$ cat config.mk
export PLATFORM = sky130hd
export DESIGN_NAME = ap_mult_acc
export DESIGN_NICKNAME = d
export VERILOG_FILES = /design/src/rtl/ap_mult_acc.sv
export SDC_FILE = /design/constraint.sdc
export NUM_CORES = 1
export LEC_CHECK = 0
export BUFFER_PORTS_ARGS = -buffer_cell sky130_fd_sc_hd__buf_2
export CAP_MARGIN = 20
export CORE_ASPECT_RATIO = 0.6
export CORE_UTILIZATION = 33
export DETAILED_ROUTE_END_ITERATION = 10
export PLACE_DENSITY = 0.57
export SKIP_LAST_GASP = 1
export SLEW_MARGIN = 15
export SYNTH_ARGS = -nofsm -noshare
export SYNTH_HDL_FRONTEND = slang
export SYNTH_SLANG_ARGS = --single-unit
$ cat constraint.sdc
create_clock -name clk -period 3.5 [get_ports clk]
set_clock_uncertainty 0.2 [all_clocks]
set_input_delay 1.05 -clock clk [delete_from_list [all_inputs] [get_ports clk]]
set_output_delay 1.05 -clock clk [all_outputs]
set_load 0.01 [all_outputs]
$ cat src/rtl/ap_mult_acc.sv
// -----------------------------------------------------------------------------
// ap_mult_acc
// Frame accumulator for the 12b approximate unsigned multiplier family.
// Products arrive over a valid/ready handshake and are summed into a frame
// total. The total is then presented, with its term count and an overflow
// flag, over a second handshake.
//
// Build option:
//   ACC_SAT_EN  defined   -> the accumulator clamps at 2^AW-1 on the first
//                            carry-out and stays there until the frame closes.
//               undefined -> the accumulator wraps modulo 2^AW.
//   In both builds sum_ovf reports any carry-out within the frame.
//
// Ports:
//   clk        in   1    clock
//   rst_n      in   1    asynchronous active-low reset
//   prod_vld   in   1    product valid
//   prod_rdy   out  1    accumulator can accept a product (decoded from state)
//   prod       in   PW   unsigned product
//   prod_last  in   1    prod is the final term of the frame
//   sum_vld    out  1    frame total valid
//   sum_rdy    in   1    consumer accepts the frame total
//   sum        out  AW   frame total
//   sum_cnt    out  CW   number of terms in the frame
//   sum_ovf    out  1    the frame's accumulation exceeded 2^AW-1
// -----------------------------------------------------------------------------
module ap_mult_acc #(
   parameter int PW = 24,
   parameter int AW = 28,
   parameter int CW = 8
) (
   input  logic          clk,
   input  logic          rst_n,
   input  logic          prod_vld,
   output logic          prod_rdy,
   input  logic [PW-1:0] prod,
   input  logic          prod_last,
   output logic          sum_vld,
   input  logic          sum_rdy,
   output logic [AW-1:0] sum,
   output logic [CW-1:0] sum_cnt,
   output logic          sum_ovf
);

   typedef enum logic {
      ACC  = 1'b0,
      HOLD = 1'b1
   } state_e;

   // A frame is forced closed when the beat being accepted is term 2^CW-1.
   localparam logic [CW-1:0] CNT_CLOSE = {{(CW-1){1'b1}}, 1'b0};

   state_e        state_q, state_d;
   logic [AW-1:0] acc_q, acc_d;
   logic [CW-1:0] cnt_q, cnt_d;
   logic          ovf_q, ovf_d;
   logic [AW-1:0] sum_q, sum_d;
   logic [CW-1:0] sum_cnt_q, sum_cnt_d;
   logic          sum_ovf_q, sum_ovf_d;

   logic          beat;
   logic          closing;
   logic [AW:0]   add_full;
   logic          carry;
   logic [AW-1:0] add_res;

   // Both handshake outputs are pure state decodes: no path from sum_rdy.
   assign prod_rdy = (state_q == ACC);
   assign sum_vld  = (state_q == HOLD);
   assign sum      = sum_q;
   assign sum_cnt  = sum_cnt_q;
   assign sum_ovf  = sum_ovf_q;

   assign beat     = prod_vld & prod_rdy;
   assign closing  = prod_last | (cnt_q == CNT_CLOSE);

   // One extra bit captures the carry out of bit AW-1.
   assign add_full = {1'b0, acc_q} + (AW+1)'(prod);
   assign carry    = add_full[AW];

`ifdef ACC_SAT_EN
   // Once clamped, any further non-zero term carries again, so the
   // accumulator stays pinned at full scale for the rest of the frame.
   assign add_res  = carry ? {AW{1'b1}} : add_full[AW-1:0];
`else
   assign add_res  = add_full[AW-1:0];
`endif

   always_comb begin
      // NOTE: every variable gets a default first, so no path through the
      // case leaves one unassigned and no latch is inferred.
      state_d   = state_q;
      acc_d     = acc_q;
      cnt_d     = cnt_q;
      ovf_d     = ovf_q;
      sum_d     = sum_q;
      sum_cnt_d = sum_cnt_q;
      sum_ovf_d = sum_ovf_q;

      case (state_q)
         ACC: begin
            if (beat) begin
               if (closing) begin
                  sum_d     = add_res;
                  sum_cnt_d = cnt_q + CW'(1);
                  sum_ovf_d = ovf_q | carry;
                  acc_d     = '0;
                  cnt_d     = '0;
                  ovf_d     = 1'b0;
                  state_d   = HOLD;
               end else begin
                  acc_d     = add_res;
                  cnt_d     = cnt_q + CW'(1);
                  ovf_d     = ovf_q | carry;
               end
            end
         end
         HOLD: begin
            // Products are ignored here; the total stays put until taken.
            if (sum_rdy) state_d = ACC;
         end
         default: state_d = ACC;
      endcase
   end

   // NOTE: sequential state uses non-blocking assignments so every register
   // samples the pre-edge values, independent of statement order.
   always_ff @(posedge clk or negedge rst_n) begin
      if (!rst_n) begin
         state_q   <= ACC;
         acc_q     <= '0;
         cnt_q     <= '0;
         ovf_q     <= 1'b0;
         sum_q     <= '0;
         sum_cnt_q <= '0;
         sum_ovf_q <= 1'b0;
      end else begin
         state_q   <= state_d;
         acc_q     <= acc_d;
         cnt_q     <= cnt_d;
         ovf_q     <= ovf_d;
         sum_q     <= sum_d;
         sum_cnt_q <= sum_cnt_d;
         sum_ovf_q <= sum_ovf_d;
      end
   end

endmodule

[Word level (Yosys, flattened, before mapping)]
Cells that the tools add are included.
Storage, ports and cells
  register bits: 75
  input port bits: 29
  output and inout bits: 39
Cells by class
  $add $sub $neg: 2
  equality and inequality tests: 1
  muxes and demuxes: 7
  bitwise logic cells: 4
  reduce and logical (&&, ||, !) cells: 2
Operator list (count)
  $add 28x24->29: 1
  $mux 28: 1
  $add 8x1->8 const B: 1
  $eq 8x8->1 const B: 1
  $mux 8: 1
  $mux 1: 4
  $reduce_and 3->1: 1
  $or 1x1->1: 2
  $pmux 1 s2: 1
  $reduce_and 2->1: 1
  $and 1x1->1: 1
  $not 1->1: 1

[Logic depth before layout (Yosys ltp)]
Gate-level depths: netlist (run 1).
  depth after elaboration: 5
  gate-level depth with buffers: 9
  mapped depth without buffers: 9

[Least setup slack after synthesis (run 1)]
No wires, ideal clock.
  path type: in2reg
  start: input port prod[1]
  end: register sum_q[19] (netlist: sum[19])
  setup time: 0.125 ns
  arrival: 2.830 ns
  data required time: 3.175 ns
  path slack: 0.345 ns
  stages on the path: 8
  buffers on the path: 0
  cells stage by stage: ha_1 a211o_1 a211oi_2 o31ai_4 a41oi_1 o21ai_1 xor2_1 mux2_2
Between the ends
  longest elaborated chain between the ends: 1
RTL lines
  from (decl): line 36  | input logic [PW-1:0] prod,
  $add 28x24->29: line 78  | assign add_full = {1'b0, acc_q} + (AW+1)'(prod);
  to (signal assigned): line 142  | sum_q <= sum_d;
  to (decl): line 57  | logic [AW-1:0] sum_q, sum_d;
Every way passes these cells.
A chain may end at the register's enable or synchronous reset.

[Worst setup path after layout (run 1)]
  start: input port prod[0]
  end: register acc_q[22]
Between the ends
  longest elaborated chain between the ends: 2
RTL lines
  $add 28x24->29: line 78
  $mux 28: line 103  | if (closing) begin
  to (signal assigned): line 131  | acc_q <= '0;
  to (signal assigned): line 139  | acc_q <= acc_d;
  to (decl): line 54  | logic [AW-1:0] acc_q, acc_d;
Every way passes these cells.

==> flow_summary.json, run 1 <==
{
  "cts_tree": "built",
  "via_per_inst": 5.12,
  "start_util_pct": 34.4,
  "rsz0062_at_grt": "false",
  "crit_path_max_fanout": 4,
  "cp_num_buf_inv": 1,
  "yosysUniqueCellTypes": 54,
  "coreArea_mm2": 0.0123,
  "final_common_cell": "nand2_1",
  "slew_headroom_pct": 56.9,
  "grt_pass1_vias": 3561,
  "hpwl_mm": 8.44,
  "cp.arrival_ns": 3.21,
  "critPathTopFamily": "compound AO/OA/AOI/OAI gates",
  "synth_xor_area_share_pct": 5.79,
  "ys_ff_latch": 75,
  "synth_compound_area_share_pct": 21.7,
  "tns_ns": 0,
  "antenna_found_initial": 1,
  "cts_buffers": 9,
  "worst_hold_path_type": "register to register",
  "start_kind": "input pin",
  "syn_area_per_cell_um2": 9.19,
  "powerDensity_mw_per_mm2": 839,
  "cts.htree.levels": 3,
  "cp.required_ns": 3.54,
  "endpoint_kind": "register",
  "grt_overflow": 0,
  "critPathMaxStageDelay_ns": 0.40,
  "postSynthCellCount": 461,
  "rows": 31,
  "fin_area_mm2": 0.00518,
  "die_y_um": 89.8,
  "synth-adder-area-share_pct": 8.15,
  "cp_cell_sequence": "buf_2 > ha_1 > fa_1 > a21oi_1 > o2bb2ai_1 > o21ai_0 > a21oi_1 > a311oi_1 > xor2_1 > o31ai_1",
  "holdBufCountCts": 0,
  "fin_crit_ns": 3.17,
  "fillers": 1260,
  "fin_crit_sh_pct": 90.7,
  "multi_input_area_mm2": 0.00226,
  "synth_edf_count": 0,
  "root_buffer": "clkbuf_16",
  "die_area_mm2": 0.0133,
  "hold_viol": 0,
  "synth_top_family_by_area": "compound AO/OA/AOI/OAI gates",
  "synth-main-ff-cell": "dfrtp_1",
  "synthArstFlopShare_pct": 100,
  "seqCellArea_mm2": 0.00188,
  "final_util_pct": 42.1,
  "crit_slowest_cell": "fa_1",
  "post_drt_wl_per_cell_um": 15.6,
  "n_antenna_cell": 0,
  "area_delta_synth_final_pct": 22.3,
  "crit_top_cell": "a21oi_1",
  "cts_setup_buffers": 0,
  "drv_cap": 0,
  "grt_pass1_wl_mm": 18.5,
  "mostFrequentLayoutCells": "100 x nand2_1, 75 x dfrtp_1, 66 x buf_2, 52 x o21ai_0",
  "cts_resized": 0,
  "ant_nets": 0,
  "drtIter0Drc": 163,
  "max_freq_ghz": 0.315,
  "tightestPinTransition_ns": 0.645,
  "drc_errors": 0,
  "status": "finished, final reports clean",
  "ir_drop_uv": 283,
  "p_leak_nw": 2.49,
  "synth_fp_nets": 517,
  "dp_cells": 696,
  "fin_cells": 712,
  "worstSetupPathType": "input pin to register",
  "clock_sinks": 75,
  "synth.area.mux_share_pct": 1.06,
  "first_pass_iters": 4,
  "vias": 3644,
  "placed_area_mm2": 0.00487,
  "totalWireLength_mm": 11.1,
  "place_congestion": 0.835,
  "nets": 598,
  "clk_path_buf_depth": 2,
  "grtUsageTotal_pct": 17.8,
  "setup_viol": 0,
  "place.port_buffers": 67,
  "grt_max_degree": 40,
  "synthSimpleGateAreaFrac_pct": 16.5,
  "synth_warnings": 0,
  "num_io_pins": 68,
  "path_clk_slew_ns": 0.06,
  "synth_seq_area_share_pct": 44.3,
  "die_w_um": 148,
  "drive_gt1_share_pct": 22.5,
  "insertion_delay_ns": 0.34,
  "drv_slew": 0,
  "syn-cell-area_mm2": 0.00424
}
[synth_stat cells (2+ instances only)]
library cell,instances,area [µm²]
o211ai_1,3,22.5
nand4_1,3,18.8
a31oi_1,5,31.3
a21o_1,4,30.0
inv_1,4,15.0
nor3_1,6,30.0
a22o_1,8,70.1
and3_1,5,31.3
nor2_1,16,60.1
ha_1,26,325
o21a_1,6,45.0
a211o_1,3,26.3
mux2_2,4,45.0
nor4b_1,2,17.5
xnor2_1,16,140
nand3b_1,2,15.0
o21ai_0,52,260
o21bai_1,5,37.5
buf_2,3,15.0
nand2_1,100,375
o31ai_1,6,45.0
nand3_1,15,75.1
a211oi_2,2,25.0
nor2b_1,3,18.8
dfrtp_1,75,1880
clkbuf_1,15,56.3
a21o_2,5,43.8
xor2_1,12,105
a21oi_1,26,130
or3_1,4,25.0
o2bb2ai_1,2,17.5
[sequential cells by signal, summed over array words and instances (netlist names)]
register  cells
ovf_q         1
acc_q        28
sum          28
sum_vld       1
sum_ovf       1
cnt_q         8
sum_cnt       8
[cell type report]
class | instances | area share, %
multi-input combinational | 361 | 43.5
sequential | 75 | 36.2
timing repair buffer | 91 | 10.0
clock buffer | 10 | 4.42
tap | 165 | 3.98
clock inverter | 6 | 1.55
inverter | 4 | 0.290
[worst paths after layout]
check | from | endpoint | slack (ns) | cells after the start
min in group asynchronous | rst_n | sum[17] | 0.48 | 1
max in group asynchronous | rst_n | acc_q[9] | 1.96 | 2
hold / removal | sum[15] | sum[15] | 0.27 | 2
setup reg to reg | acc_q[9] | acc_q[26] | 0.77 | 9
setup / recovery | prod[0] | acc_q[22] | 0.33 | 10
hold reg to reg | sum[15] | sum[15] | 0.27 | 2
[power breakdown]
part | switching (W) | internal (W) | total (W)
clock | 0.000366 | 0.000619 | 0.000986
sequential | 0.000212 | 0.00118 | 0.00139
combinational | 0.00111 | 0.000862 | 0.00197
[metal layers]
layer / up-vias / part of all wire [%] / track usage (%)
met3: 13 / 5.7 / 4.82
met1: 1732 / 55 / 27.9
met4: 2 / 0.90 / 4.81
met5: - / 0.12 / 0
li1: 1803 / - / -
met2: 94 / 38 / 23.4
[per-stage QoR]
stage	setup slack [ns]	hold WS, ns	total power, W
finish	0.327	0.273	0.00435
global route	0.0770	0.297	0.00469
CTS	0.321	0.277	0.00437
detailed placement	0.00274	0.260	0.00336
global placement	0.0366	0.254	0.00332
floorplan	0.345	0.243	0.00271
[logic make-up after synthesis]
kind of cell | count (synthesis)
AOI/OAI and AO/OA | 141
and+or+nand+nor | 161
adders and majority gates | 27
muxes | 4
xor gates and xnor gates | 28
buffers and inverters | 25
DFF | 75
[worst min-delay path: cells and delay by family, from the launching register on]
family | cells | cell delay (ns)
flip-flops | 1 | 0.34
AND/OR/NAND/NOR | 2 | 0.11
Power figures use the tool's default switching activity.
==> run 2, diff against run 1 <==
--- a/config.mk
+++ b/config.mk
@@ -10,7 +10,7 @@
 export CORE_ASPECT_RATIO = 0.6
 export CORE_UTILIZATION = 33
 export DETAILED_ROUTE_END_ITERATION = 10
-export PLACE_DENSITY = 0.57
+export PLACE_DENSITY = 0.55
 export SKIP_LAST_GASP = 1
 export SLEW_MARGIN = 15
 export SYNTH_ARGS = -nofsm -noshare
==> run 2 against run 1 <==
  * Wire length is 2.7% lower
  * Via count is 0.69% lower
  * Global-route usage is 0.26 points lower
  * Critical endpoint is now acc_q[26]
  * Largest cell class unchanged
==> flow_summary.json, run 2 (same netlist as run 1, synthesis figures left out) <==
{
  "cp.arrival_ns": 3.22,
  "holdBufCountCts": 0,
  "status": "finished, final reports clean",
  "worstReg2RegStart": "acc_q[1]",
  "start_kind": "input pin",
  "root_buffer": "clkbuf_16",
  "path_clk_slew_ns": 0.06,
  "final_common_cell": "nand2_1",
  "ant_nets": 0,
  "start_util_pct": 34.4,
  "hold_start": "sum[8]",
  "insertion_delay_ns": 0.33,
  "grtUsageTotal_pct": 17.6,
  "drtIter0Drc": 231,
  "place.port_buffers": 67,
  "endpoint_kind": "register",
  "grt_overflow": 0,
  "first_pass_iters": 4,
  "setup_viol": 0,
  "fin_crit_sh_pct": 90.1,
  "power.total_w": 0.00442,
  "clock_sinks": 75,
  "ir_drop_uv": 303,
  "cts_setup_buffers": 0,
  "cts_resized": 0,
  "clk_path_buf_depth": 2,
  "timing.hold.ws_ns": 0.268,
  "dp_cells": 694,
  "hpwl_mm": 8.14,
  "die_area_mm2": 0.0133,
  "cts_buffers": 9,
  "cts.htree.levels": 3,
  "tightestPinTransition_ns": 0.571,
  "rsz0062_at_grt": "false",
  "cts_tree": "built",
  "drc_errors": 0,
  "num_io_pins": 68,
  "worstSetupPathType": "input pin to register",
  "worst_hold_path_type": "register to register",
  "grt_pass1_vias": 3561,
  "powerDensity_mw_per_mm2": 848,
  "max_freq_ghz": 0.317,
  "fin_crit_ns": 3.15,
  "place_congestion": 0.840,
  "vias": 3619,
  "nets": 596,
  "crit_path_max_fanout": 7,
  "grt_pass1_wl_mm": 18.3,
  "drive_gt1_share_pct": 22.2,
  "worst_slack_ns": 0.345,
  "grt_max_degree": 43,
  "p_leak_nw": 2.50,
  "area_delta_synth_final_pct": 23.1,
  "post_drt_wl_per_cell_um": 15.2,
  "slew_headroom_pct": 62.0,
  "drv_slew": 0,
  "totalWireLength_mm": 10.8,
  "mostFrequentLayoutCells": "100 x nand2_1, 75 x dfrtp_1, 66 x buf_2, 52 x o21ai_0",
  "drv_cap": 0,
  "rows": 31,
  "final_util_pct": 42.4,
  "crit_start": "prod[0]",
  "die_y_um": 89.8,
  "fin_cells": 710,
  "antenna_found_initial": 1,
  "place_ws_ns": -0.0124,
  "coreArea_mm2": 0.0123,
  "die_w_um": 148,
  "n_antenna_cell": 0,
  "hold_viol": 0,
  "cp.required_ns": 3.57,
  "via_per_inst": 5.10
}
## run 2: critical path, cell delays in order
cell and delay (ns):
buf_2 0.08, ha_1 0.21, fa_1 0.22, a21oi_1 0.08
o2bb2ai_1 0.28, o221ai_1 0.22, a31oi_1 0.28, nor2_1 0.08
buf_4 0.16, or4_1 0.46, nand3_1 0.09
## run 2: through the flow
step | TNS, ns | area (µm²)
2_1_floorplan | 0 | 4240
3_3_place_gp | 0 | 4860
3_5_place_dp | -0.0231 | 4870
4_1_cts | 0 | 5210
5_1_grt | 0 | 5210
6_report | 0 | 5210
## run 2: path summary, 6_finish.rpt
path,slack (ns),to,cells past startpoint
setup / recovery,0.35,acc_q[26],11
hold / removal,0.27,sum[8],2
setup reg to reg,0.78,sum[19],8
hold reg to reg,0.27,sum[8],2
max in group asynchronous,1.99,acc_q[7],2
min in group asynchronous,0.51,sum[23],1
## run 2: area by class of cell
| class | instances | area, µm² |
|---|---|---|
| inverter | 4 | 15.0 |
| fill | 1222 | 7080 |
| multi-input combinational | 361 | 2260 |
| tap | 165 | 206 |
| clock buffer | 11 | 243 |
| clock inverter | 5 | 100 |
| timing repair buffer | 89 | 515 |
| sequential | 75 | 1880 |
## run 2: where the power goes
group	internal, W	switching [W]
sequential	0.00118	0.000205
clock	0.000714	0.000358
combinational	0.000862	0.00111
total	0.00275	0.00167
## run 2: layer usage
| layer | vias to the layer above | share of wire (%) | GRT usage [%] | wire, µm |
|---|---|---|---|---|
| met5 | - | 0.074 | 0 | 8 |
| met4 | 2 | 1.2 | 5.15 | 127 |
| met3 | 14 | 6.4 | 4.42 | 685 |
| met2 | 83 | 38 | 23.2 | 4080 |
| met1 | 1714 | 55 | 27.4 | 5880 |
| li1 | 1806 | - | - | - |
